$ cat src/rtl/adder_tree_acc.sv
// Streaming signed adder tree with packet accumulator and valid/ready handshakes.
// Define ADDER_TREE_SAT_EN for a saturating accumulator; otherwise it wraps.
module adder_tree_acc #(
    parameter int INPUT_NUM = 8,
    parameter int IN_WIDTH  = 8,
    parameter int ACC_WIDTH = IN_WIDTH + $clog2(INPUT_NUM) + 4
) (
    input  logic                          clk,
    input  logic                          rst_n,
    input  logic                          in_valid,
    output logic                          in_ready,
    input  logic                          in_last,
    input  logic [INPUT_NUM*IN_WIDTH-1:0] din,
    output logic                          out_valid,
    input  logic                          out_ready,
    output logic [ACC_WIDTH-1:0]          dout,
    output logic                          out_sat
);

    localparam int STAGE_NUM  = $clog2(INPUT_NUM);
    localparam int TREE_WIDTH = IN_WIDTH + STAGE_NUM;
    localparam int PAD_NUM    = 1 << STAGE_NUM;
    localparam int NODE_NUM   = 2 * PAD_NUM - 1;

    // All tree stages live in one flat array: stage s starts at stage_off(s).
    function automatic int stage_off(input int s);
        return 2 * PAD_NUM - 2 * (PAD_NUM >> s);
    endfunction

    logic signed [TREE_WIDTH-1:0] lane0_d [PAD_NUM];
    logic signed [TREE_WIDTH-1:0] node_d  [NODE_NUM];
    logic signed [TREE_WIDTH-1:0] node_q  [NODE_NUM];
    logic [STAGE_NUM:0]           vld_q;
    logic [STAGE_NUM:0]           lst_q;
    logic signed [TREE_WIDTH-1:0] tree_sum;
    logic signed [ACC_WIDTH-1:0]  tree_ext;
    logic signed [ACC_WIDTH-1:0]  acc_q;
    logic signed [ACC_WIDTH-1:0]  acc_d;
    logic [ACC_WIDTH-1:0]         dout_q;
    logic                         out_valid_q;
    logic                         pipe_en;
    logic                         acc_fire;

    assign pipe_en  = !out_valid_q || out_ready;
    assign in_ready = pipe_en;
    assign acc_fire = pipe_en && vld_q[STAGE_NUM];

    for (genvar k = 0; k < PAD_NUM; k++) begin : g_lane
        if (k < INPUT_NUM) begin : g_op
            assign lane0_d[k] = TREE_WIDTH'(signed'(din[(k+1)*IN_WIDTH-1 -: IN_WIDTH]));
        end else begin : g_pad
            assign lane0_d[k] = '0;
        end
    end

    always_comb begin
        // NOTE: every always_comb output gets a default first so no path leaves it unassigned (no latch).
        node_d = node_q;
        for (int k = 0; k < PAD_NUM; k++) begin
            node_d[k] = lane0_d[k];
        end
        for (int s = 1; s <= STAGE_NUM; s++) begin
            for (int j = 0; j < (PAD_NUM >> s); j++) begin
                node_d[stage_off(s) + j] = node_q[stage_off(s-1) + 2*j]
                                         + node_q[stage_off(s-1) + 2*j + 1];
            end
        end
    end

    always_ff @(posedge clk) begin
        if (!rst_n) begin
            // NOTE: the tree array is reset too, so a packet cut by reset leaves no residue.
            node_q <= '{default: '0};
            vld_q  <= '0;
            lst_q  <= '0;
        end else if (pipe_en) begin
            // NOTE: sequential state uses non-blocking assignments so every stage samples pre-edge values.
            node_q <= node_d;
            vld_q  <= {vld_q[STAGE_NUM-1:0], in_valid};
            lst_q  <= {lst_q[STAGE_NUM-1:0], in_last && in_valid};
        end
    end

    assign tree_sum = node_q[NODE_NUM-1];
    assign tree_ext = ACC_WIDTH'(tree_sum);

`ifdef ADDER_TREE_SAT_EN
    localparam logic signed [ACC_WIDTH-1:0] ACC_MAX = {1'b0, {(ACC_WIDTH-1){1'b1}}};
    localparam logic signed [ACC_WIDTH-1:0] ACC_MIN = {1'b1, {(ACC_WIDTH-1){1'b0}}};

    logic signed [ACC_WIDTH:0] wide_sum;
    logic                      sat_hit;
    logic                      sat_flag_q;
    logic                      out_sat_q;

    always_comb begin
        wide_sum = (ACC_WIDTH+1)'(acc_q) + (ACC_WIDTH+1)'(tree_ext);
        sat_hit  = wide_sum[ACC_WIDTH] != wide_sum[ACC_WIDTH-1];
        acc_d    = wide_sum[ACC_WIDTH-1:0];
        if (sat_hit) begin
            acc_d = wide_sum[ACC_WIDTH] ? ACC_MIN : ACC_MAX;
        end
    end

    always_ff @(posedge clk) begin
        if (!rst_n) begin
            sat_flag_q <= 1'b0;
            out_sat_q  <= 1'b0;
        end else if (acc_fire) begin
            if (lst_q[STAGE_NUM]) begin
                out_sat_q  <= sat_flag_q || sat_hit;
                sat_flag_q <= 1'b0;
            end else begin
                sat_flag_q <= sat_flag_q || sat_hit;
            end
        end
    end

    assign out_sat = out_sat_q;
`else
    assign acc_d   = acc_q + tree_ext;
    assign out_sat = 1'b0;
`endif

    // A last beat landing in the same cycle as an output handshake refreshes dout and keeps out_valid set.
    always_ff @(posedge clk) begin
        if (!rst_n) begin
            acc_q       <= '0;
            dout_q      <= '0;
            out_valid_q <= 1'b0;
        end else begin
            if (out_valid_q && out_ready) begin
                out_valid_q <= 1'b0;
            end
            if (acc_fire) begin
                if (lst_q[STAGE_NUM]) begin
                    dout_q      <= acc_d;
                    acc_q       <= '0;
                    out_valid_q <= 1'b1;
                end else begin
                    acc_q <= acc_d;
                end
            end
        end
    end

    assign out_valid = out_valid_q;
    assign dout      = dout_q;

endmodule

$ cat config.mk
export PLATFORM = sky130hd
export DESIGN_NAME = adder_tree_acc
export DESIGN_NICKNAME = d
export VERILOG_FILES = /design/src/rtl/adder_tree_acc.sv
export SDC_FILE = /design/constraint.sdc
export NUM_CORES = 1
export LEC_CHECK = 0
export CAP_MARGIN = 20
export CORE_ASPECT_RATIO = 0.5
export CORE_MARGIN = 2
export CORE_UTILIZATION = 55
export CTS_BUF_LIST = sky130_fd_sc_hd__clkbuf_4 sky130_fd_sc_hd__clkbuf_8
export DETAILED_ROUTE_END_ITERATION = 10
export DONT_BUFFER_PORTS = 1
export PLACE_DENSITY_LB_ADDON = 0.12
export SLEW_MARGIN = 20
export SYNTH_ARGS = -nofsm -noshare
export SYNTH_HDL_FRONTEND = slang
export SYNTH_SLANG_ARGS = --single-unit
export TNS_END_PERCENT = 10
$ cat constraint.sdc
create_clock -name clk -period 3.8 [get_ports clk]
set_clock_uncertainty 0.1 [all_clocks]
set_input_delay 0.76 -clock clk [delete_from_list [all_inputs] [get_ports clk]]
set_output_delay 0.76 -clock clk [all_outputs]
set_load 0.03 [all_outputs]
## Word-level counts from Yosys, hierarchy flattened

Cells that the tools add are included.

- Add/subtract/negate cells: 8
- Multiply operators: 0
- Div/mod/pow operators: 0
- Magnitude comparators: 0
- Equal/unequal tests: 0
- Shifts and indexed selects: 0
- Mux-type cells: 4
- Bitwise operators: 0
- Reduce and logical (&&, ||, !) cells: 6

Operators by type and width:

| kind | count |
|---|---|
| adder 8 x 8 -> 9 bit | 4 |
| adder 11 bit | 3 |
| adder 15 x 11 -> 15 bit | 1 |
| two-way mux 15 bit | 1 |
| logical AND 1 bit | 3 |
| two-way mux 1 bit | 3 |
| AND reduction 2 bit | 1 |
| zero test 1 bit | 1 |
| logical OR 1 bit | 1 |

- Register bits: 180
- Bits in latches: 0
- Bits in writable memories: 0
- Bits in read-only memories: 0
- Memories: 0

## Logic depth before layout (Yosys ltp)

- Depth after elaboration: 4
- Mapped depth: 10

## Worst setup path before layout

Ideal clock, no wire load.

- Path kind: input-to-output
- From: in out_ready
- To: out in_ready
- Data arrival time: 1.664 ns
- Required time: 2.940 ns
- Path slack: 1.276 ns
- Cell stages on the path: 4
- Path through: nor2b_1 inv_1 clkbuf_1 clkbuf_1

- Word-level cells in the longest chain between the ends: 1

Ends and longest elaborated chain:

| item | line | text |
|---|---|---|
| from (decl) | 15 | `input logic out_ready,` |
| logical OR 1 bit | 44 | `assign pipe_en = !out_valid_q \|\| out_ready;` |
| to (decl) | 11 | `output logic in_ready,` |

Every way passes these cells.

## Final worst setup path

- From: reg node_q, in the netlist tree_sum[0]
- To: reg acc_q[14]

- Word-level cells in the longest chain between the ends: 2

Ends and longest elaborated chain:

| item | line | text |
|---|---|---|
| from (decl) | 32 | `logic signed [TREE_WIDTH-1:0] node_q [NODE_NUM];` |
| from (signal assigned) | 78 | `node_q <= node_d;` |
| adder 15 x 11 -> 15 bit | 121 | `assign acc_d = acc_q + tree_ext;` |
| two-way mux 15 bit | 136 | `if (lst_q[STAGE_NUM]) begin` |
| to (signal assigned) | 128 | `acc_q <= '0;` |
| to (signal assigned) | 138 | `acc_q <= '0;` |
| to (signal assigned) | 141 | `acc_q <= acc_d;` |
| to (decl) | 37 | `logic signed [ACC_WIDTH-1:0] acc_q;` |

Every way passes these cells.
A chain may end at the register's enable or synchronous reset.

==> impl_metrics.yaml <==
run_status:
  status: "complete, no violations"
logic_synthesis:
  ys_seq_elements: 172
  synth_area_um2: 8802
  synth_largest_area_cell: "dfxtp_1"
  synth_async_sr_flop_share_pct: 0
  synth.most_common_cell: "nand2_1"
  seq_area_frac_synth_pct: 39.12
  synth_fp_nets: 1246
  syn_inst: 1095
  synth_xor_xnor_area_share_pct: 3.582
  avgSynthCellArea_um2: 8.039
  synth_edf_count: 0
  synth_cell_type_count: 57
  synth_commonest_cells: "nand2_1, dfxtp_1, a21oi_1"
  synth.mux.area_fraction_pct: 0.4549
  synth_compound_area_share_pct: 20.57
  synth_simple_gate_area_share_pct: 19.43
  synthTopCellsByArea: "dfxtp_1, nand2_1, ha_1, a21oi_1, xnor2_1"
  synth_top_cell_area_share_pct: 39.12
  yosysWarnings: 0
  synthAdderAreaFrac_pct: 12.34
  ys.flop_type: "dfxtp_1"
  synth_top_family_by_area: "compound AO/OA/AOI/OAI gates"
pwr:
  p_switching_mw: 1.135
  vdd_ir_drop_max_mv: 0.2184
  powerDensity_nw_per_um2: 412.9
  combPwrFrac_pct: 15.3
  power_mw: 3.817
  pwr-share-clk_pct: 31.9
  internal_power_mw: 2.681
  p_leak_nw: 3.991
  seqPwrFrac_pct: 52.8
  p_sw_share_pct: 29.75
timing:
  fin_setup_tns_ns: 0
  slew_viol_final: 0
  min_period_over_period_pct: 71.22
  rsz0062_at_grt: "false"
  slew_headroom_pct: 43.26
  finalSetupViolCount: 0
  hold_viol: 0
  fin_ws_ns: 1.094
  fmax_ghz: 0.3695
  tightestPinTransition_ns: 0.8511
  min_period_ns: 2.706
grt:
  overflow: 0
  gr-usage-met2_pct: 31.31
  grt_pass1_vias: 6256
  antenna_found_initial: 0
  grt_use_met3_pct: 4.517
  grt_max_degree: 148
  grt_busiest_layer: "met1"
  grtUsageMet1_pct: 33.35
  grt_use_total_pct: 21.93
  grt_pass1_wl_um: 30210
floorplan:
  rows: 32
  die_h_um: 93.46
  start_util_pct: 56.66
  coreArea_um2: 15530
  die-area_um2: 17090
  ioPinCount: 87
  die_w_um: 182.9
cells_and_area:
  drive_above_1_share_pct: 4.575
  fin_area_um2: 9243
  final_cells: 1275
  area_growth_pct: 5.004
  layout.nets: 1210
  diodes: 0
  final.fill_count: 1461
place:
  placed_cells: 1244
  place.gp.congestion: 0.8566
  placed_cell_area_um2: 8884
  io_buffers: 0
  dpl.hpwl_um: 12410
  place_ws_ns: 1.113
flow_run:
  drv_cap: 0
setup_path:
  cp.arrival_ns: 2.99
  cp_slowest_cell: "fa_1"
  worstPathRequired_ns: 4.08
  crit_path_end_kind: "register"
  path_class: "reg -> reg"
  startpoint: "tree_sum[0]"
  crit_family: "compound AO/OA/AOI/OAI gates"
  cp-start-kind: "register"
  path_cells: "ha_1 > fa_1 > a211o_1 > a21oi_2 > a2bb2oi_2 > a311oi_2 > a211oi_2 > or4_1 > a31oi_1"
  crit_buf_inv: 0
  r2r-start: "tree_sum[0]"
  crit_path_max_incr_delay_ns: 0.43
  crit_path_max_fanout: 4
detailed_routing:
  post-route-drc-count: 0
  ant_nets: 0
  routed_wl_um: 18460
  firstDrtPassIters: 5
  via_per_inst: 5.561
  via_count: 7090
  wire_per_inst_um: 14.48
  drt_iter0_markers: 368
min_path:
  holdCritStartpoint: "din[48]"
  min_path_type: "in -> reg"
clock_network:
  htreeDepth: 4
  hold_buffers: 0
  cts-buffers-inserted: 17
  post_cts_resized: 0
  cts_sinks: 172
  clk_path_buf_depth: 2
  cts_tree: "done"
  clkLatencyLatePin_ns: 0.47
  clkTransAtPathRegs_ns: 0.10
  ctsRootBufferMaster: "clkbuf_8"
  cts_setup_buffers: 0
==> flip-flops by register name, indices dropped and copies added (netlist names) <==
register   cells
lst_q          4
dout          15
out_valid      1
tree_sum      11
acc_q         15
vld_q          4
node_q       122
==> cell families after synthesis <==
kind of cell | count (synthesis)
multiplexers | 4
AO/OA/AOI/OAI | 307
AND/OR/NAND/NOR | 398
buffers and inverters | 95
flip-flops | 172
XOR/XNOR | 36
adder cells (fa/ha/maj) | 82
other | 1
==> layer usage <==
metal  part of all wire (%)  vias up
li1                       -     3709
met1                     55     3208
met2                     40      155
met3                    5.0       18
met4                   0.73        0
met5                      0        -
==> final timing paths <==
path                                    to  cells past startpoint  slack, ns
worst max register to register   acc_q[14]                      9       1.09
worst min register to register    vld_q[1]                      2       0.35
worst min-delay path            node_q[88]                      2       0.31
worst max-delay path             acc_q[14]                      9       1.09
==> power groups by stage <==
stage          clock network, mW  registers (mW)  logic, mW
2_1_floorplan                  0            2.03      0.474
3_3_place_gp                   0            2.05      0.564
3_5_place_dp                   0            2.06      0.572
4_1_cts                     1.25            2.01      0.582
5_1_grt                     1.33            2.03      0.661
6_report                    1.22            2.01      0.583
==> per-stage QoR <==
step                      utilization [%]  hold slack (ns)
final                               59.50           0.3149
after global routing                59.50           0.2937
after CTS                           59.50           0.2900
after detailed placement            57.18           0.3459
after global placement              57.18           0.3402
after floorplan                         -           0.3321
==> cell type report <==
class	count	area, um2	area share [%]
Multi-Input combinational cell	828	4974	53.81
Sequential cell	172	3443	37.25
Clock buffer	19	255.2	2.762
Tap cell	204	255.2	2.762
Inverter	35	136.4	1.476
Clock inverter	12	103.9	1.124
Timing Repair Buffer	5	75.07	0.8122
==> cells in the final DEF, fill, tap and decap left out, drive strengths merged, types with 2 or more instances in the layout <==
cell type	instances
xor2	8
a21o	21
o21bai	11
xnor2	28
dfxtp	172
or3	9
a31oi	8
ha	74
nand2	253
a21boi	4
nor3b	3
o21a	7
clkinvlp	2
nand4b	6
a211oi	15
a22oi	8
o31ai	2
nor3	10
clkbuf	19
buf	5
o21ai	44
nor2b	5
nand2b	10
nor4	4
nand4	4
a21oi	165
nand3	37
or4	3
nor2	46
a311oi	2
and3	4
fa	8
inv	42
clkinv	3
mux2i	4
o211ai	12
No activity file was read; power rests on OpenSTA's default activity.
